### config.mk
export PLATFORM = sky130hd
export DESIGN_NAME = joy_db15_tx
export DESIGN_NICKNAME = d
export VERILOG_FILES = /design/src/rtl/joy_db15.sv
export SDC_FILE = /design/constraint.sdc
export NUM_CORES = 1
export LEC_CHECK = 0
export BUFFER_PORTS_ARGS = -buffer_cell sky130_fd_sc_hd__buf_2
export CORE_ASPECT_RATIO = 0.9
export CORE_UTILIZATION = 45
export DETAILED_ROUTE_END_ITERATION = 8
export PLACE_DENSITY = 0.62
export REMOVE_ABC_BUFFERS = 1
export SETUP_SLACK_MARGIN = 0.4
export SYNTH_ARGS = -nofsm -noshare
export SYNTH_HDL_FRONTEND = slang
export SYNTH_SLANG_ARGS = --single-unit
### constraint.sdc
create_clock -name clk -period 2.58 [get_ports clk]
set_input_delay 0.516 -clock clk [delete_from_list [all_inputs] [get_ports clk]]
set_output_delay 0.516 -clock clk [all_outputs]
set_load 0.005 [all_outputs]
### src/rtl/joy_db15.sv
// Device-side DB15 joystick responder: emulates the adapter's PISO shift chain,
// answering host JOY_LOAD/JOY_CLK strobes with both players' buttons on JOY_DATA.
module joy_db15_tx #(
    parameter int BITS    = 16,
    parameter int TIMEOUT = 65536
) (
    input  logic            clk,
    input  logic            reset,
    input  logic [BITS-1:0] p1_btn,
    input  logic [BITS-1:0] p2_btn,
    input  logic            joy_load,
    input  logic            joy_clk,
    output logic            joy_data,
    output logic            frame_done,
    output logic            overrun,
    output logic            host_active
);

    localparam int FB = 2 * BITS;
    localparam int CW = $clog2(FB + 1);
    localparam int WW = $clog2(TIMEOUT + 1);

    localparam logic [CW-1:0] CNT_MAX  = CW'(FB);
    localparam logic [CW-1:0] CNT_LAST = CW'(FB - 1);
    localparam logic [WW-1:0] WD_MAX   = WW'(TIMEOUT);

    typedef enum logic [1:0] {
        IDLE  = 2'd0,
        LOAD  = 2'd1,
        SHIFT = 2'd2,
        DONE  = 2'd3
    } state_t;

    // [0],[1] synchronize, [2] is the delayed copy used for edge detection
    logic [2:0] ld_pipe;
    logic [2:0] ck_pipe;

    always_ff @(posedge clk or posedge reset) begin
        if (reset) begin
            ld_pipe <= '1;
            ck_pipe <= '1;
        end else begin
            ld_pipe <= {ld_pipe[1:0], joy_load};
            ck_pipe <= {ck_pipe[1:0], joy_clk};
        end
    end

    logic ld_s;
    logic ld_fall;
    logic ck_rise;

    assign ld_s    = ld_pipe[1];
    assign ld_fall = ld_pipe[2] & ~ld_pipe[1];
    assign ck_rise = ck_pipe[1] & ~ck_pipe[2];

    state_t          state, state_n;
    logic [FB-1:0]   sh, sh_n;
    logic [CW-1:0]   cnt, cnt_n;
    logic [WW-1:0]   wd, wd_n;
    logic            fd_n;
    logic            ovr_n;
    logic            jd_n;
    logic            timed_out;

    // Watchdog: a fresh load edge in this cycle overrides saturation
    always_comb begin
        if (ld_fall)
            wd_n = '0;
        else if (wd == WD_MAX)
            wd_n = wd;
        else
            wd_n = wd + 1'b1;
    end

    assign timed_out = (wd == WD_MAX) && !ld_fall;

    always_comb begin
        state_n = state;
        sh_n    = sh;
        cnt_n   = cnt;
        fd_n    = 1'b0;
        ovr_n   = overrun;

        if (timed_out) begin
            state_n = IDLE;
        end else if (!ld_s) begin
            // Load is transparent and dominates any clock edge seen this cycle
            state_n = LOAD;
            sh_n    = {~p2_btn, ~p1_btn};
            cnt_n   = '0;
            ovr_n   = 1'b0;
        end else begin
            case (state)
                LOAD: state_n = SHIFT;
                SHIFT: begin
                    if (ck_rise) begin
                        sh_n  = {1'b1, sh[FB-1:1]};
                        cnt_n = (cnt == CNT_MAX) ? cnt : cnt + 1'b1;
                        if (cnt == CNT_LAST) begin
                            fd_n    = 1'b1;
                            state_n = DONE;
                        end
                    end
                end
                DONE: begin
                    if (ck_rise) begin
                        sh_n  = {1'b1, sh[FB-1:1]};
                        ovr_n = 1'b1;
                    end
                end
                default: state_n = IDLE;
            endcase
        end

        jd_n = (state_n == LOAD || state_n == SHIFT) ? sh_n[0] : 1'b1;
    end

    always_ff @(posedge clk or posedge reset) begin
        if (reset) begin
            state       <= IDLE;
            sh          <= '1;
            cnt         <= '0;
            wd          <= WD_MAX;
            joy_data    <= 1'b1;
            frame_done  <= 1'b0;
            overrun     <= 1'b0;
            host_active <= 1'b0;
        end else begin
            state       <= state_n;
            sh          <= sh_n;
            cnt         <= cnt_n;
            wd          <= wd_n;
            joy_data    <= jd_n;
            frame_done  <= fd_n;
            overrun     <= ovr_n;
            host_active <= (wd_n < WD_MAX);
        end
    end

endmodule

==> results.md, run 1 <==
Route:
- The count of nets left with antenna violations once routing finished came out at 0.
- The total iterations of the first detailed-routing run is 4.
- Summed over all layers, the routed wires come to 6499 um.
- The via density per instance is 5.333.
- The routed wirelength normalized by instance count is 14.64 um.
- The first-iteration detailed-routing DRC count is 126.
- For this run, design rule violations remaining after detail routing come to 0.
- The vias after detailed routing is around 2400.

STA:
- The final-report max-slew violation count is 0.
- Setup slack on the critical path of the routed design comes to ~0.57 ns.
- For this run, the top clock speed supported by timing is around 500 MHz.
- Headroom to the max-slew limit came out at 62.07%.
- The pin slew with the least headroom to its limit is 0.5610 ns.
- The count of final hold-check violations is 0.
- The clock skew is 0.01714 ns.
- Setup repair after global routing could not meet its margin everywhere.
- The final critical path takes up 78.02% of the cycle.
- Setup violations remaining at the end of the flow were counted as 0.
- The total negative slack is 0 ns.
- The smallest clock period supported by the final layout is computed as 2.013 ns.

Pwr:
- In this run the static leakage power is 1.749 nW.
- Dividing total power by cell area gives a power density of just under 700 nW/um^2.
- IR analysis of the VDD net gives a maximum drop of 0.3295 mV.
- The post-route total power is between 2 and 3 mW.

Clock network:
- The count of hold buffers inserted by post-cts repair is 0.
- After clock tree synthesis, the clock-pin slew on the worst setup and hold paths is 0.08 ns.
- The clock insertion delay at the later pin of the skew report is 0.35 ns.
- No sink is reached through more buffers than the 2 on the longest clock path.
- The clock drives 67 sinks.
- The tree is rooted in a sky130_fd_sc_hd__clkbuf_8.
- The maximum level of the CTS H-tree is 3.
- In this run, CTS created clock tree buffers numbering 9.
- TritonCTS built the clock tree.

Global route:
- The initial antenna violation count is 0.
- The first global-routing pass estimated 11410 um of wire.
- The global-route usage over all layers is 18.38%.
- The largest net degree at the start of global routing is between 60 and 70.
- After global routing the overflow that remains totals 0.
- The via count of the first global-routing pass was 2434.

Run:
- The max-cap violation count is 0.

Logic synthesis:
- The number of distinct standard cells referenced by the synthesized netlist is 41.
- The Yosys step of the flow raised 0 warnings.
- The top flip-flop cell by instance count after synthesis is sky130_fd_sc_hd__dfstp_2.
- The synthesized-area fraction occupied by ao, oa, aoi and oai cells is 9.993%.
- After synthesis, the share of flip-flops with an asynchronous set or reset is 100.0%.
- The synthesized-area fraction occupied by and/or/nand/nor cells is 16.79%.
- After synthesis, the mean cell area works out to 11.18 sq um.
- By area, the combinational part of the netlist is dominated by simple AND/OR/NAND/NOR gates.
- After synthesis, flip-flops and latches occupy 50.15% of the total area.
- The fraction of synthesized cell area in xor and xnor cells is 4.324%.
- After technology mapping, the gate count stands at 308.
- The mapped netlist covers about 3400 sq um.
- The number of synthesized register bits is 67.
- Of the total synthesized cell area, the portion taken by full adders, half adders and majority gates is 1.453%.
- Counting flops with a built-in enable in the synthesized netlist gives 0.
- The fraction of synthesized area in multiplexers is around 14%.

Finish:
- Once layout is complete, the utilization of the core stands at between 50 and 60%.
- The area growth from synthesis to layout is 16.42%.
- The repair_antennas step left the layout with diodes totalling 0.
- For this run, the post-layout net count is between 300 and 400.
- The share of post-route cells with drive strength above 1 is roughly two fifths.

Placement:
- After legalization and detailed placement, the total HPWL measured 3999 um.
- Buffers placed on the I/O ports in this run total 39.
- OpenSTA, run right after detailed placement, puts the worst setup slack at 0.4162 ns.
- Routability-driven placement finished with a final weighted congestion of 0.7863.

Worst setup path:
- At the worst endpoint, the arrival time is roughly 2.3 ns.
- In this run the worst path has a maximum fanout of 30.
- STA classifies the critical path endpoint as a flop.
- The required time reported for the critical path endpoint is 2.86 ns.
- The delay of the slowest cell on the worst path is 0.44 ns.
- The category of the most critical setup path is reg2reg.
- The launching element type of the critical path is a flop.
- The critical path goes through inv_1 -> ha_1 -> nor4b_2 -> nand4_2 -> o21bai_4 -> nand2_2 -> buf_6 -> mux2_4.
- The slowest stage of the critical path belongs to the cell sky130_fd_sc_hd__dfrtp_1.

Die:
- In this run the horizontal extent of the chip is 94.21 um.
- The floorplan step defined a core boundary enclosing 7221 sq um.
- The initial cell density of the core is 47.69%.
- The floorplan step defined a die boundary enclosing roughly 8000 sq um.
- The floorplan step set the die height to 84.99 um.
- The initialized floorplan defines 29 standard-cell rows.
- Pin placement for this block handled 40 I/O pins.

Status:
- The run finished with clean final reports.

Hold path:
- The worst hold-check path type is in2async.
## what timing repair did
item                       4_1_cts  5_1_grt
buffers inserted                 0        2
gates resized for setup          1        1
pin swaps                        0        2
setup endpoints to repair        5       32
## Yosys cell counts, drive strengths merged, types with 2 or more instances
cell type,number,area [sq um]
nand2,41,156.4
dfstp,40,1051
mux2,31,461.7
o22ai,30,187.7
dfrtp,27,675.7
nor2,23,86.33
clkbuf,17,63.81
xor2,11,96.34
nand3,9,45.04
inv,7,26.28
and3,6,37.54
nand4,6,43.79
xnor2,6,52.55
nand2b,5,31.28
nor4b,5,56.31
a21oi,4,20.02
a22o,4,35.03
ha,4,50.05
a31oi,3,18.77
buf,3,33.78
nor3b,3,22.52
o21ai,3,15.01
a211oi,2,15.01
and4,2,17.52
nand3b,2,15.01
nor2b,2,12.51
nor4,2,25.02
## sequential cells by signal, summed over array words and instances, names as in the netlist
register	flops
ck_pipe	3
cnt	6
frame_done	1
host_active	1
joy_data	1
ld_pipe	3
overrun	1
sh	32
state	2
wd	17
## worst max-delay path: cells and delay by family (launching register included)
| family | cells | cell delay, ns |
|---|---|---|
| buf+inv | 2 | 0.33 |
| flops | 1 | 0.44 |
| simple gates | 3 | 0.47 |
| fa+ha+maj | 1 | 0.13 |
| compound gates | 1 | 0.23 |
| mux | 1 | 0.33 |
## metal layers
layer	routed length (um)	up-vias	track usage, %
met2	3031	47	28.85
met3	281	11	5.735
li1	-	1167	-
met1	3063	1143	23.31
met4	122	0	7.972
met5	0	-	0
## cell type report
cell class              instances  area (sq um)
flip-flops and latches         67          1727
fillers                       636          3212
clock inverters                 7         146.4
clock buffers                   9         123.9
repair buffers                 47         271.5
inverters                       7         26.28
multi-input cells             214          1598
well taps                      93         116.4
## logic make-up (layout without fill, tap and decap cells)
kind of cell,after synthesis,count (layout)
adder cells (fa/ha/maj),4,4
AO/OA/AOI/OAI,51,51
XOR/XNOR,17,17
multiplexers,32,32
flip-flops,67,67
AND/OR/NAND/NOR,110,110
buffers and inverters,27,70
## per-stage QoR
stage / area [sq um] / hold WS, ns / cells
2_1_floorplan: 3346 / 0.3452 / 288
3_3_place_gp: 3715 / 0.3457 / 426
3_5_place_dp: 3715 / 0.3491 / 426
4_1_cts: 3989 / 0.2227 / 442
5_1_grt: 4009 / 0.2251 / 444
6_report: 4009 / 0.2276 / 444
## path summary, 6_finish.rpt
| path | startpoint | endpoint | slack, ns | cells past startpoint |
|---|---|---|---|---|
| worst max-delay path | wd[0] | sh[27] | 0.57 | 8 |
| worst min register to register | ld_pipe[0] | ld_pipe[1] | 0.36 | 0 |
| min in group clk | joy_clk | ck_pipe[0] | 0.25 | 1 |
| max in group asynchronous | reset | joy_data | 2.04 | 3 |
| worst min-delay path | reset | wd[7] | 0.23 | 3 |
| worst max register to register | wd[0] | sh[27] | 0.57 | 8 |
## where the power goes
group	switching, mW	internal, mW
Combinational	0.139	0.178
Clock	0.437	0.748
Sequential	0.0819	1.18
Total	0.658	2.11
## cells in the final DEF (no fill, tap or decap), types with 3 or more instances in the layout
cell / n
sky130_fd_sc_hd__nand3_1: 8
sky130_fd_sc_hd__bufinv_16: 4
sky130_fd_sc_hd__o22ai_1: 30
sky130_fd_sc_hd__xor2_1: 11
sky130_fd_sc_hd__a21oi_1: 4
sky130_fd_sc_hd__dfrtp_1: 27
sky130_fd_sc_hd__nor3b_1: 3
sky130_fd_sc_hd__nand2b_1: 5
sky130_fd_sc_hd__nand4_1: 5
sky130_fd_sc_hd__a22o_1: 4
sky130_fd_sc_hd__mux2_4: 30
sky130_fd_sc_hd__buf_2: 39
sky130_fd_sc_hd__nor4b_1: 3
sky130_fd_sc_hd__ha_1: 4
sky130_fd_sc_hd__nand2_1: 40
sky130_fd_sc_hd__and3_1: 6
sky130_fd_sc_hd__a31oi_1: 3
sky130_fd_sc_hd__o21ai_0: 3
sky130_fd_sc_hd__clkbuf_8: 9
sky130_fd_sc_hd__buf_4: 6
sky130_fd_sc_hd__dfstp_2: 40
sky130_fd_sc_hd__nor2_1: 23
sky130_fd_sc_hd__inv_1: 6
sky130_fd_sc_hd__xnor2_1: 6
Power figures use the tool's default switching activity.
==> run 2: changes to the inputs <==
--- a/config.mk
+++ b/config.mk
@@ -9,7 +9,7 @@
 export CORE_ASPECT_RATIO = 0.9
 export CORE_UTILIZATION = 45
 export DETAILED_ROUTE_END_ITERATION = 8
-export PLACE_DENSITY = 0.62
+export PLACE_DENSITY = 0.65
 export REMOVE_ABC_BUFFERS = 1
 export SETUP_SLACK_MARGIN = 0.4
 export SYNTH_ARGS = -nofsm -noshare
==> constraint.sdc (replaced) <==
create_clock -name clk -period 1.84 [get_ports clk]
set_input_delay 0.368 -clock clk [delete_from_list [all_inputs] [get_ports clk]]
set_output_delay 0.368 -clock clk [all_outputs]
set_load 0.005 [all_outputs]
==> results.md, run 2 (synthesized netlist as in run 1, its figures left out) <==
Route:
- The vias after detailed routing is 2543.
- The count of nets left with antenna violations once routing finished came out at 0.
- After detailed routing, the number of remaining DRC violations is 0.
- After detailed routing, the average wire length per cell comes to approximately 15 um.
- After detailed routing, the number of vias per cell comes to between 5 and 6.
- The pre-antenna-repair detailed-routing pass consisted of 4 iterations.
- The first-iteration detailed-routing DRC count is 100.
- The routed wire length is 7166 um.

Status:
- The run finished, with violations left.
- The checks that failed: negative setup slack.

Placement:
- During placement, the flow inserted port buffers numbering 39.
- The placement-stage worst setup slack is -0.1598 ns.
- The detailed-placement wirelength estimate is 4549 um.
- The placer congestion estimate is approximately 0.76.
- The number of cells in the design after placement is 454.

Pwr:
- Per report_power, the sequential group accounts for 49.3% of the total.
- Net switching is between 20% and 30% of the power.
- The clock network fraction of total power is ~31%.
- The reported net switching power is 979.6 uW.
- The power density over cell area is 783.4 nW/um^2.
- IR analysis of the VDD net gives a maximum drop of 0.4141 mV.
- The internal power of the cells totals 2.561 mW.
- The standby leakage power is 1.966 nW.
- The relative contribution of combinational cells to total power is 20.2%.

Global route:
- The first global-routing pass estimated approximately 12000 um of wire.
- The initial antenna violation count is 0.
- Entering global routing, the biggest net connects 61 pins.
- After global routing, the most crowded layer is met2.
- The overall overflow remaining after global route is 0.
- The global routing usage on met3 is 5.824%.
- The via count of the first global-routing pass came to 2629.
- The global-route usage over all layers is 19.97%.
- For met1 alone, demand over resource in global routing was 24.72%.
- The global-route met2 utilization is 32.54%.

Die:
- The die is 84.99 um tall.
- The initial cell density of the core is about 48%.
- The cell row count is 29.
- The floorplan die area is 8006 sq um.
- In this run the count of I/O pins placed on the die edge is 40.
- The die boundary width is about 94 um.
- The core area is 7221 sq um.

Clock network:
- The clock passes through at most 2 buffers.
- The CTS tree is done.
- Clock tree synthesis inserted a total of 9 buffers.
- The maximum level of the CTS H-tree is 3.
- CTS placed an instance of sky130_fd_sc_hd__clkbuf_8 at the clock tree root.
- CTS saw 67 sinks.
- The clock transition at the registers of the reported paths is 0.08 ns.
- The clock insertion delay at the later pin of the skew report is 0.35 ns.
- The count of hold buffers inserted by post-cts repair is 0.

Finish:
- The register with the most flip-flops in the layout has 32 of them.
- The top cell types in the final layout, fill and taps aside, are sky130_fd_sc_hd__dfstp_2, sky130_fd_sc_hd__buf_2, sky130_fd_sc_hd__nand2_1.
- Compared with the post-synthesis result, the final layout area differs by 31.25%.
- The count of inserted antenna diode cells is 0.
- The register ranked first by flip-flop count is sh.
- The library cell used most frequently in the layout, excluding fill and tap cells, is sky130_fd_sc_hd__dfstp_2.
- Of the cells placed in the final design, the portion with a size suffix greater than 1 is a little over half.
- The number of standard cells in the final layout excluding fillers is between 400 and 500.
- The layout net count is approximately 430.
- The largest registers in the layout are sh (32), wd (17), cnt (6).

Worst setup path:
- The kind of end point of the critical path is a flop.
- The largest fanout on the critical path is 25.
- The worst setup path is of the reg2reg kind.
- The launching element type of the critical path is a flop.
- The required time reported for the critical path endpoint is about 2.1 ns.
- STA puts the critical path data arrival time at 2.16 ns.

Run:
- Across the run, the number of max-cap violations was 0.

STA:
- Derived from the worst setup path, the maximum achievable clock frequency is around 530 MHz.
- The count of endpoints failing setup in the final report is 26.
- The part of the cycle the worst path needs is 102.6%.
- The pin slew with the least headroom to its limit is 0.4301 ns.
- Counting I/O delays and the setup requirement, the final critical path takes 1.889 ns.
- The worst pin sits at a relative slew slack of roughly 71%.
- The post-route worst setup slack is -0.04857 ns.
- For the final database, setup skew stands at between 0.01 and 0.015 ns.
- The final-report max-slew violation count is 0.
- Setup repair after global routing could not meet its margin everywhere.
- The count of final hold-check violations is 0.

Hold path:
- The path class of the tightest hold or removal check is in2reg.
run 2: metrics by stage:
step	setup TNS, ns	hold slack (ns)	total power, mW	area (sq um)	utilization, %
after global placement	-2.142	0.3466	2.307	3963	54.88
after CTS	-1.298	0.09115	3.507	4364	60.44
after floorplan	-27.68	0.3452	2.100	3346	-
after detailed placement	-3.874	0.3482	2.322	3963	54.88
after global routing	-3.246	0.08349	3.737	4519	62.59
final	-0.8970	0.1052	3.541	4519	62.59
run 2: final cells by class:
type / instances / area [sq um]
clock buffers: 10 / 127.6
clock inverters: 6 / 41.29
fillers: 551 / 2701
inverters: 7 / 26.28
multi-input cells: 214 / 1810
flip-flops and latches: 67 / 1728
well taps: 93 / 116.4
repair buffers: 89 / 669.4
run 2: metal layers:
metal  wire length (um)  up-vias
met1               3212     1235
met5                  0        -
li1                   -     1250
met4                121        0
met3                256       11
met2               3576       47
run 2: final timing paths:
path                            start    endpoint  slack [ns]  cells after the start
hold / removal               joy_load  ld_pipe[0]        0.11                      1
max in group asynchronous       reset      sh[13]        1.27                      3
setup reg to reg                wd[0]      sh[24]       -0.05                      8
hold reg to reg            ck_pipe[0]  ck_pipe[1]        0.36                      0
min in group asynchronous       reset      sh[25]        0.31                      2
setup / recovery                wd[0]      sh[24]       -0.05                      8
run 2: what timing repair did:
item	CTS	global route
buffers inserted	11	5
endpoints found under the setup margin	54	57
gates resized for setup	36	22
pin swaps	23	13
run 2: power groups by stage:
| stage | clock network (mW) | logic, mW | registers (mW) |
|---|---|---|---|
| 2_1_floorplan | 0 | 0.334 | 1.77 |
| 3_3_place_gp | 0 | 0.554 | 1.75 |
| 3_5_place_dp | 0 | 0.569 | 1.75 |
| 4_1_cts | 1.11 | 0.652 | 1.74 |
| 5_1_grt | 1.19 | 0.785 | 1.76 |
| 6_report | 1.08 | 0.717 | 1.74 |
run 2: critical path, cell delays in order (launching register included):
cell                       delay [ns]
sky130_fd_sc_hd__dfrtp_1         0.39
sky130_fd_sc_hd__inv_2           0.09
sky130_fd_sc_hd__ha_4            0.13
sky130_fd_sc_hd__nor4b_4         0.24
sky130_fd_sc_hd__nand4_4         0.17
sky130_fd_sc_hd__nand2b_1        0.18
sky130_fd_sc_hd__nand2_2         0.11
sky130_fd_sc_hd__buf_12          0.19
sky130_fd_sc_hd__mux2_4          0.31
